`src/rtl/slice_serial_alu.sv`:
```
// Slice-serial ALU: evaluates a WIDTH-bit operation SLICE bits per clock, LSB slice first.
// Optional compare ops: define SLICE_ALU_SLT_EN to implement SLT/SLTU on Op 5/6 (otherwise they act as SUB).
module slice_serial_alu #(
    parameter int WIDTH = 32,
    parameter int SLICE = 8
) (
    input  logic             Clock,
    input  logic             ResetN,
    input  logic             InValid,
    output logic             InReady,
    input  logic [WIDTH-1:0] InA,
    input  logic [WIDTH-1:0] InB,
    input  logic [2:0]       Op,
    input  logic             Flush,
    output logic             OutValid,
    input  logic             OutReady,
    output logic [WIDTH-1:0] OutC,
    output logic             CarryOut,
    output logic             Overflow,
    output logic             Zero
);
    localparam int N  = WIDTH / SLICE;
    localparam int CW = (N > 1) ? $clog2(N) : 1;

    localparam logic [2:0] OP_ADD   = 3'd0;
    localparam logic [2:0] OP_SUB   = 3'd1;
    localparam logic [2:0] OP_AND   = 3'd2;
    localparam logic [2:0] OP_OR    = 3'd3;
    localparam logic [2:0] OP_XOR   = 3'd4;
    localparam logic [2:0] OP_SLT   = 3'd5;
    localparam logic [2:0] OP_SLTU  = 3'd6;
    localparam logic [2:0] OP_PASSB = 3'd7;

    localparam logic [1:0] IDLE = 2'd0;
    localparam logic [1:0] RUN  = 2'd1;
    localparam logic [1:0] DONE = 2'd2;

    generate
        if ((WIDTH % SLICE) != 0) begin : gBadSlice
            $error("slice_serial_alu: WIDTH must be a multiple of SLICE");
        end
    endgenerate

    logic [1:0]       stateR;
    logic [CW-1:0]    cntR;
    logic [WIDTH-1:0] aR, bR, resR;
    logic [2:0]       opR;
    logic             carryR, msbCarryR;

    logic [2:0]       opDecS;
    logic             invDecS, invS, acceptS, lastS, msbCinS, ovS;
    logic [SLICE-1:0] aSlS, bSlS, bEffS, sliceS;
    logic [SLICE:0]   sumS;
    logic [WIDTH-1:0] resNextS, fCS;
    logic             fCoS, fOvS;

    assign acceptS = InValid & InReady & ~Flush;
    assign lastS   = (cntR == CW'(N - 1));

    // Operation decode at accept; compare ops fold onto SUB when the compare feature is absent
    always_comb begin
`ifdef SLICE_ALU_SLT_EN
        opDecS = Op;
`else
        if ((Op == OP_SLT) || (Op == OP_SLTU)) begin
            opDecS = OP_SUB;
        end else begin
            opDecS = Op;
        end
`endif
        invDecS = (opDecS == OP_SUB) || (opDecS == OP_SLT) || (opDecS == OP_SLTU);
    end

    // One slice of the datapath; operand regs shift right so slice k is always at the bottom
    always_comb begin
        invS    = (opR == OP_SUB) || (opR == OP_SLT) || (opR == OP_SLTU);
        aSlS    = aR[SLICE-1:0];
        bSlS    = bR[SLICE-1:0];
        bEffS   = invS ? ~bSlS : bSlS;
        sumS    = {1'b0, aSlS} + {1'b0, bEffS} + {{SLICE{1'b0}}, carryR};
        msbCinS = sumS[SLICE-1] ^ aSlS[SLICE-1] ^ bEffS[SLICE-1];
        case (opR)
            OP_AND:   sliceS = aSlS & bSlS;
            OP_OR:    sliceS = aSlS | bSlS;
            OP_XOR:   sliceS = aSlS ^ bSlS;
            OP_PASSB: sliceS = bSlS;
            default:  sliceS = sumS[SLICE-1:0];
        endcase
        resNextS = WIDTH'({sliceS, resR} >> SLICE);
    end

    // Final result and flags from the completed result register and the last slice carries
    always_comb begin
        ovS = carryR ^ msbCarryR;
        case (opR)
            OP_ADD, OP_SUB: begin
                fCS  = resR;
                fCoS = carryR;
                fOvS = ovS;
            end
`ifdef SLICE_ALU_SLT_EN
            OP_SLT: begin
                fCS  = {{(WIDTH-1){1'b0}}, resR[WIDTH-1] ^ ovS};
                fCoS = carryR;
                fOvS = 1'b0;
            end
            OP_SLTU: begin
                fCS  = {{(WIDTH-1){1'b0}}, ~carryR};
                fCoS = carryR;
                fOvS = 1'b0;
            end
`endif
            default: begin
                fCS  = resR;
                fCoS = 1'b0;
                fOvS = 1'b0;
            end
        endcase
    end

    // Control FSM, slice datapath registers and registered result/handshake outputs
    always_ff @(posedge Clock or negedge ResetN) begin
        if (!ResetN) begin
            stateR    <= IDLE;
            cntR      <= '0;
            aR        <= '0;
            bR        <= '0;
            resR      <= '0;
            opR       <= 3'd0;
            carryR    <= 1'b0;
            msbCarryR <= 1'b0;
            InReady   <= 1'b1;
            OutValid  <= 1'b0;
            OutC      <= '0;
            CarryOut  <= 1'b0;
            Overflow  <= 1'b0;
            Zero      <= 1'b0;
        end else begin
            case (stateR)
                IDLE: begin
                    if (acceptS) begin
                        aR        <= InA;
                        bR        <= InB;
                        opR       <= opDecS;
                        carryR    <= invDecS;
                        msbCarryR <= 1'b0;
                        resR      <= '0;
                        cntR      <= '0;
                        InReady   <= 1'b0;
                        stateR    <= RUN;
                    end else begin
                        stateR <= IDLE;
                    end
                end
                RUN: begin
                    if (Flush) begin
                        cntR    <= '0;
                        InReady <= 1'b1;
                        stateR  <= IDLE;
                    end else begin
                        aR        <= aR >> SLICE;
                        bR        <= bR >> SLICE;
                        resR      <= resNextS;
                        carryR    <= sumS[SLICE];
                        msbCarryR <= msbCinS;
                        if (lastS) begin
                            cntR   <= '0;
                            stateR <= DONE;
                        end else begin
                            cntR <= cntR + CW'(1);
                        end
                    end
                end
                DONE: begin
                    if (Flush) begin
                        OutValid <= 1'b0;
                        InReady  <= 1'b1;
                        stateR   <= IDLE;
                    end else if (!OutValid) begin
                        OutValid <= 1'b1;
                        OutC     <= fCS;
                        CarryOut <= fCoS;
                        Overflow <= fOvS;
                        Zero     <= (fCS == {WIDTH{1'b0}});
                    end else if (OutReady) begin
                        OutValid <= 1'b0;
                        InReady  <= 1'b1;
                        stateR   <= IDLE;
                    end else begin
                        stateR <= DONE;
                    end
                end
                default: begin
                    OutValid <= 1'b0;
                    InReady  <= 1'b1;
                    stateR   <= IDLE;
                end
            endcase
        end
    end
endmodule

```
`config.mk`:
```
export PLATFORM = sky130hd
export DESIGN_NAME = slice_serial_alu
export DESIGN_NICKNAME = d
export VERILOG_FILES = /design/src/rtl/slice_serial_alu.sv
export SDC_FILE = /design/constraint.sdc
export NUM_CORES = 1
export LEC_CHECK = 0
export CAP_MARGIN = 20
export CORE_UTILIZATION = 49
export DETAILED_ROUTE_END_ITERATION = 8
export GPL_TIMING_DRIVEN = 0
export PLACE_DENSITY = 0.77
export SLEW_MARGIN = 20
export SYNTH_ARGS = -nofsm -noshare
export SYNTH_HDL_FRONTEND = slang
export SYNTH_SLANG_ARGS = --single-unit
```
`constraint.sdc`:
```
create_clock -name Clock -period 2.65 [get_ports Clock]
set_input_delay 0.53 -clock Clock [delete_from_list [all_inputs] [get_ports Clock]]
set_output_delay 0.53 -clock Clock [all_outputs]
set_load 0.01 [all_outputs]
```
Yosys cells after proc, flatten, opt, wreduce, memory -nomap -nowiden
Cells that the tools add are included.
Widths: inputs -> output; s select.

storage, ports and cells
  flip-flop bits (word level) = 142
  input bits = 72
  logic and storage cells = 106

cells by class
  add/subtract/negate cells = 3
  equal/unequal tests = 21
  multiplexer cells = 40
  bitwise operators = 11
  reductions and logical operators = 17

operator list
  operator            count
  $mux 32             6
  $pmux 32 s2         3
  $logic_not 32->1    1
  $pmux 8 s4          1
  $eq 3x3->1 const B  8
  $mux 2              8
  $mux 1              14
  $add 8x8->9         1
  $add 9x1->9         1
  $ne 3x3->1 const B  3
  $and 8x8->8         1
  $mux 8              1
  $not 8->8           1
  $or 8x8->8          1
  $xor 8x8->8         1
  $eq 3x1->1 const B  2
  $eq 3x2->1 const B  2
  $ne 2x2->1 const B  3
  $pmux 1 s2          3
  $pmux 2 s3          1
  $reduce_and 2->1    3
  $reduce_and 3->1    2
  $logic_or 1x1->1    5
  $eq 2x2->1 const B  2
  other kinds (13)    18

Longest topological paths before layout
  depth in word-level cells = 10
  depth in mapped cells = 13

Least setup slack after synthesis
No wires, ideal clock.

  path kind = reg-to-reg
  start = reg opR[2]
  end = reg carryR
  setup time = 0.124 ns
  arrival = 2.604 ns
  required time = 2.526 ns
  path slack = -0.078 ns
  stages on the path, launching flop included = 14
  buffers on the path = 1
  cells stage by stage = dfrtp_1 -> buf_2 -> nor2b_4 -> mux2i_4 -> xnor2_1 -> fa_1 -> inv_1 -> fa_1 -> a21o_1 -> a21oi_1 -> o21ai_0 -> nand3_1 -> a21oi_1 -> a211o_1

between the ends
  cells in the longest elaborated chain, start to end = 8

ends and longest elaborated chain
  what                                      line  text
  start: declaration                        47    logic [2:0] opR;
  start signal: assignment                  144   opR <= opDecS;
  $eq 3x1->1 or $eq 3x3->1 (tied branches)  76    invS = (opR == OP_SUB) || (opR == OP_SLT) || (opR == OP_SLTU);
  $logic_or 1x1->1                          76
  $logic_or 1x1->1 (*)                      76
  $mux 8 (*)                                79    bEffS = invS ? ~bSlS : bSlS;
  $add 8x8->9 (*)                           80    sumS = {1'b0, aSlS} + {1'b0, bEffS} + {{SLICE{1'b0}}, carryR};
  $add 9x1->9 (*)                           80
  $mux 1 (*)                                156   if (Flush) begin
  $pmux 1 s2 (*)                            139   case (stateR)
  end signal: assignment                    145   carryR <= invDecS;
  end signal: assignment                    164   carryR <= sumS[SLICE];
  end: declaration                          48    logic carryR, msbCarryR;

Mark *: on every way between the ends. The rest lies on a longest branch, timed or not. The select of a mux whose other input is x is not followed.
A chain may end at the register's enable or synchronous reset.

Worst setup path in the final report
  start = reg opR[0]
  end = reg resR[30] (netlist: fCS[30])

between the ends
  cells in the longest elaborated chain, start to end = 9

ends and longest elaborated chain
  what                                      line  text
  $eq 3x1->1 or $eq 3x3->1 (tied branches)  76
  $logic_or 1x1->1 (2 in series)            76
  $mux 8                                    79
  $add 8x8->9                               80
  $add 9x1->9                               80
  $pmux 8 s4 (*)                            82    case (opR)
  $mux 32 (*)                               156
  $pmux 32 s2 (*)                           139
  end signal: assignment                    163   resR <= resNextS;
  end: declaration                          46    logic [WIDTH-1:0] aR, bR, resR;

Marks and branches as above.

==> flow_metrics.py <==
metrics = {
    "clocking": {
        "clk_pin_slew_worst_paths_ns": 0.06,
        "clock_path_buffers": 2,
        "root_buffer": "clkbuf_16",
        "cts_tree": "done",
        "h-tree-depth": 4,
        "clk_latency_ns": 0.43,
        "numCtsBuffers": 17,
        "cts.sinks": 142,
        "postCtsHoldBufs": 0,
    },
    "global_route": {
        "first_global_vias": 5772,
        "grt_pass1_wl_um": 28290,
        "antenna_found_initial": 0,
        "grt_max_degree": 87,
        "grt_overflow_total": 0,
        "grt_usage_pct": 25.43,
    },
    "layout": {
        "finish.net_count": 964,
        "final_cell_mix": "219 x nand2_1, 140 x dfrtp_1, 107 x clkdlybuf4s50_1, 86 x o21ai_0, 53 x mux2i_1",
        "final_common_cell": "nand2_1",
        "area_growth_syn_to_layout_pct": 29.50,
        "drive_gt1_share_pct": 7.631,
        "num_antenna_cells": 0,
        "finalNonFillerCells": 1054,
        "final_cell_area_sq_um": 8920,
    },
    "hold_path": {
        "hp-class": "in -> async",
    },
    "detailed_routing": {
        "drtAntennaViolNets": 0,
        "dr.pass1.iters": 5,
        "vias_per_cell": 5.462,
        "routed_wirelength_um": 17090,
        "route.detailed.drc": 0,
        "wl_per_cell_um": 16.22,
        "first_iter_violations": 378,
        "vias": 5757,
    },
    "yosys": {
        "syn_area_sq_um": 6888,
        "synth_cell_types": 47,
        "synth_fp_nets": 827,
        "ys_ff_latch": 142,
        "seq_area_frac_synth_pct": 51.61,
        "ys.flop_type": "dfrtp_1",
        "netlist_instances": 729,
        "synth_edf_count": 0,
        "yosysWarnings": 0,
        "syn_area_per_cell_sq_um": 9.448,
        "synth_async_sr_flop_share_pct": 100.0,
    },
    "pwr": {
        "power_density_nw_per_um2": 539.7,
        "p_total_mw": 4.814,
        "power.leakage_nw": 4.017,
        "vdd_drop_max_uv": 455.5,
    },
    "placed_design": {
        "routabilityCongestion": 0.8549,
        "place_area_sq_um": 8225,
        "dp.cells": 1014,
        "dp_hpwl_um": 12720,
        "numPortBuffers": 108,
    },
    "floorplan": {
        "pin_count": 109,
        "rows": 42,
        "dieArea_sq_um": 14530,
        "core_area_sq_um": 13450,
        "die_w_um": 120.6,
        "start_util_pct": 51.20,
        "die_h_um": 120.6,
    },
    "setup_path": {
        "cp-start-kind": "flop",
        "cpPeakStageDelay_ns": 0.46,
        "cp.arrival_ns": 2.87,
        "path_class": "reg -> reg",
        "slowest_stage": "dfrtp_2",
        "timing.rr.start": "opR[0]",
        "cpMostUsedCell": "fa_2",
        "worst_r2r_endpoint": "fCS[30]",
        "endpoint_kind": "flop",
        "reg2reg_slack_ns": 0.1,
        "critPathRequiredTime_ns": 2.97,
        "crit_path_cell_trace": "nor2b_4, mux2i_4, xnor2_2, fa_2, inv_2, fa_2, a21o_1, a21oi_2, o21ai_2, xor2_1, nor2_1, o31ai_1",
        "rr_worst_depth": 12,
        "worst-path-max-fanout": 5,
    },
    "timing": {
        "final_max_slew_viol_count": 0,
        "hold_violations": 0,
        "holdWs_ns": 0.02774,
        "rsz0062_at_grt": "true",
        "relSlewSlack_pct": 34.45,
        "tightest_slew_ns": 0.9758,
        "finalCriticalPeriod_ns": 2.552,
        "max_freq_mhz": 391.8,
        "setup_violations": 0,
        "skew_ns": 0.009086,
        "period_share_pct": 96.31,
    },
    "run_status": {
        "status": "completed",
    },
    "run": {
        "maxCapViolCount": 0,
    },
}
[area by class of cell]
class	instances	area (sq um)
multi-input cells	519	3110
flip-flops and latches	142	3556
clock buffers	20	446.7
clock inverters	11	131.4
fillers	1081	4533
inverters	26	97.59
plain buffers	41	165.2
well taps	176	220.2
repair buffers	119	1192
[repair_timing]
action | 4_1_cts | 5_1_grt
setup endpoints to repair | 8 | 6
resized for setup | 10 | 5
setup buffers | 5 | 5
pin swaps | 10 | 17
[power by group]
part,switching [mW],internal [mW]
logic,0.118,0.153
registers,0.00721,2.18
clock network,0.942,1.41
total,1.07,3.75
[metal layers]
layer,vias up,share of wire [%],track usage [%]
met4,0,2.2,10.42
met2,177,49,42.21
li1,2742,-,-
met3,32,5.8,6.226
met1,2806,43,31.85
met5,-,0,0
[how the worst max path moves through the flow]
stage                start         to  cells past startpoint
finish              opR[0]    fCS[30]                     12
global route        opR[0]    fCS[30]                     12
CTS                 opR[2]    fCS[30]                     13
detailed placement  opR[2]  msbCarryR                     11
global placement    ResetN     bR[30]                      1
floorplan           opR[2]     carryR                     13
[synth_stat cells, drive strengths merged (3+ instances only)]
cell type  count  area (sq um)
dfrtp        141          3528
nand2        219         822.0
nor4           9         56.30
o31ai          5         37.54
a22o          16         140.1
xnor2         14         122.6
o21ai         90         450.4
nand3          6         30.03
nor2          10         37.54
inv           26         97.59
clkbuf        29         108.9
ha            24         300.3
buf           13         61.31
nor3           7         35.03
xor2           3         26.28
mux2i         54         553.0
a21oi         20         100.1
nor2b          3         26.27
nand2b         4         25.02
a211oi         3         22.52
o22ai          5         31.28
[cell families after synthesis]
| group | synth area share [%] |
|---|---|
| mux | 8.193 |
| compound gates | 13.13 |
| simple gates | 15.75 |
| buf+inv | 3.887 |
| xor+xnor | 2.489 |
| flops | 51.61 |
| fa+ha+maj | 4.941 |
[registers in the layout, summed over array words and instances (netlist names), 2 cells and up]
register / flops
OutC: 32
aR: 32
bR: 32
cntR: 2
fCS: 32
opR: 3
stateR: 2
[per-stage QoR]
stage           TNS, ns  util (%)  worst slack [ns]
2_1_floorplan         0         -         0.0002387
3_3_place_gp    -618.31     60.90            -4.327
3_5_place_dp     -6.833     61.14           -0.4011
4_1_cts        -0.08511     65.94          -0.07680
5_1_grt        -0.07321     66.30          -0.05799
6_report              0     66.30           0.09786
[critical path, delay by kind of cell, from the launching register on]
kind                     cells  cell delay [ns]
XOR/XNOR                     2             0.34
flip-flops                   1             0.46
buffers and inverters        1             0.04
adder cells (fa/ha/maj)      2             0.60
multiplexers                 1             0.09
AO/OA/AOI/OAI                4             0.69
AND/OR/NAND/NOR              2             0.21
Power figures use the tool's default switching activity.
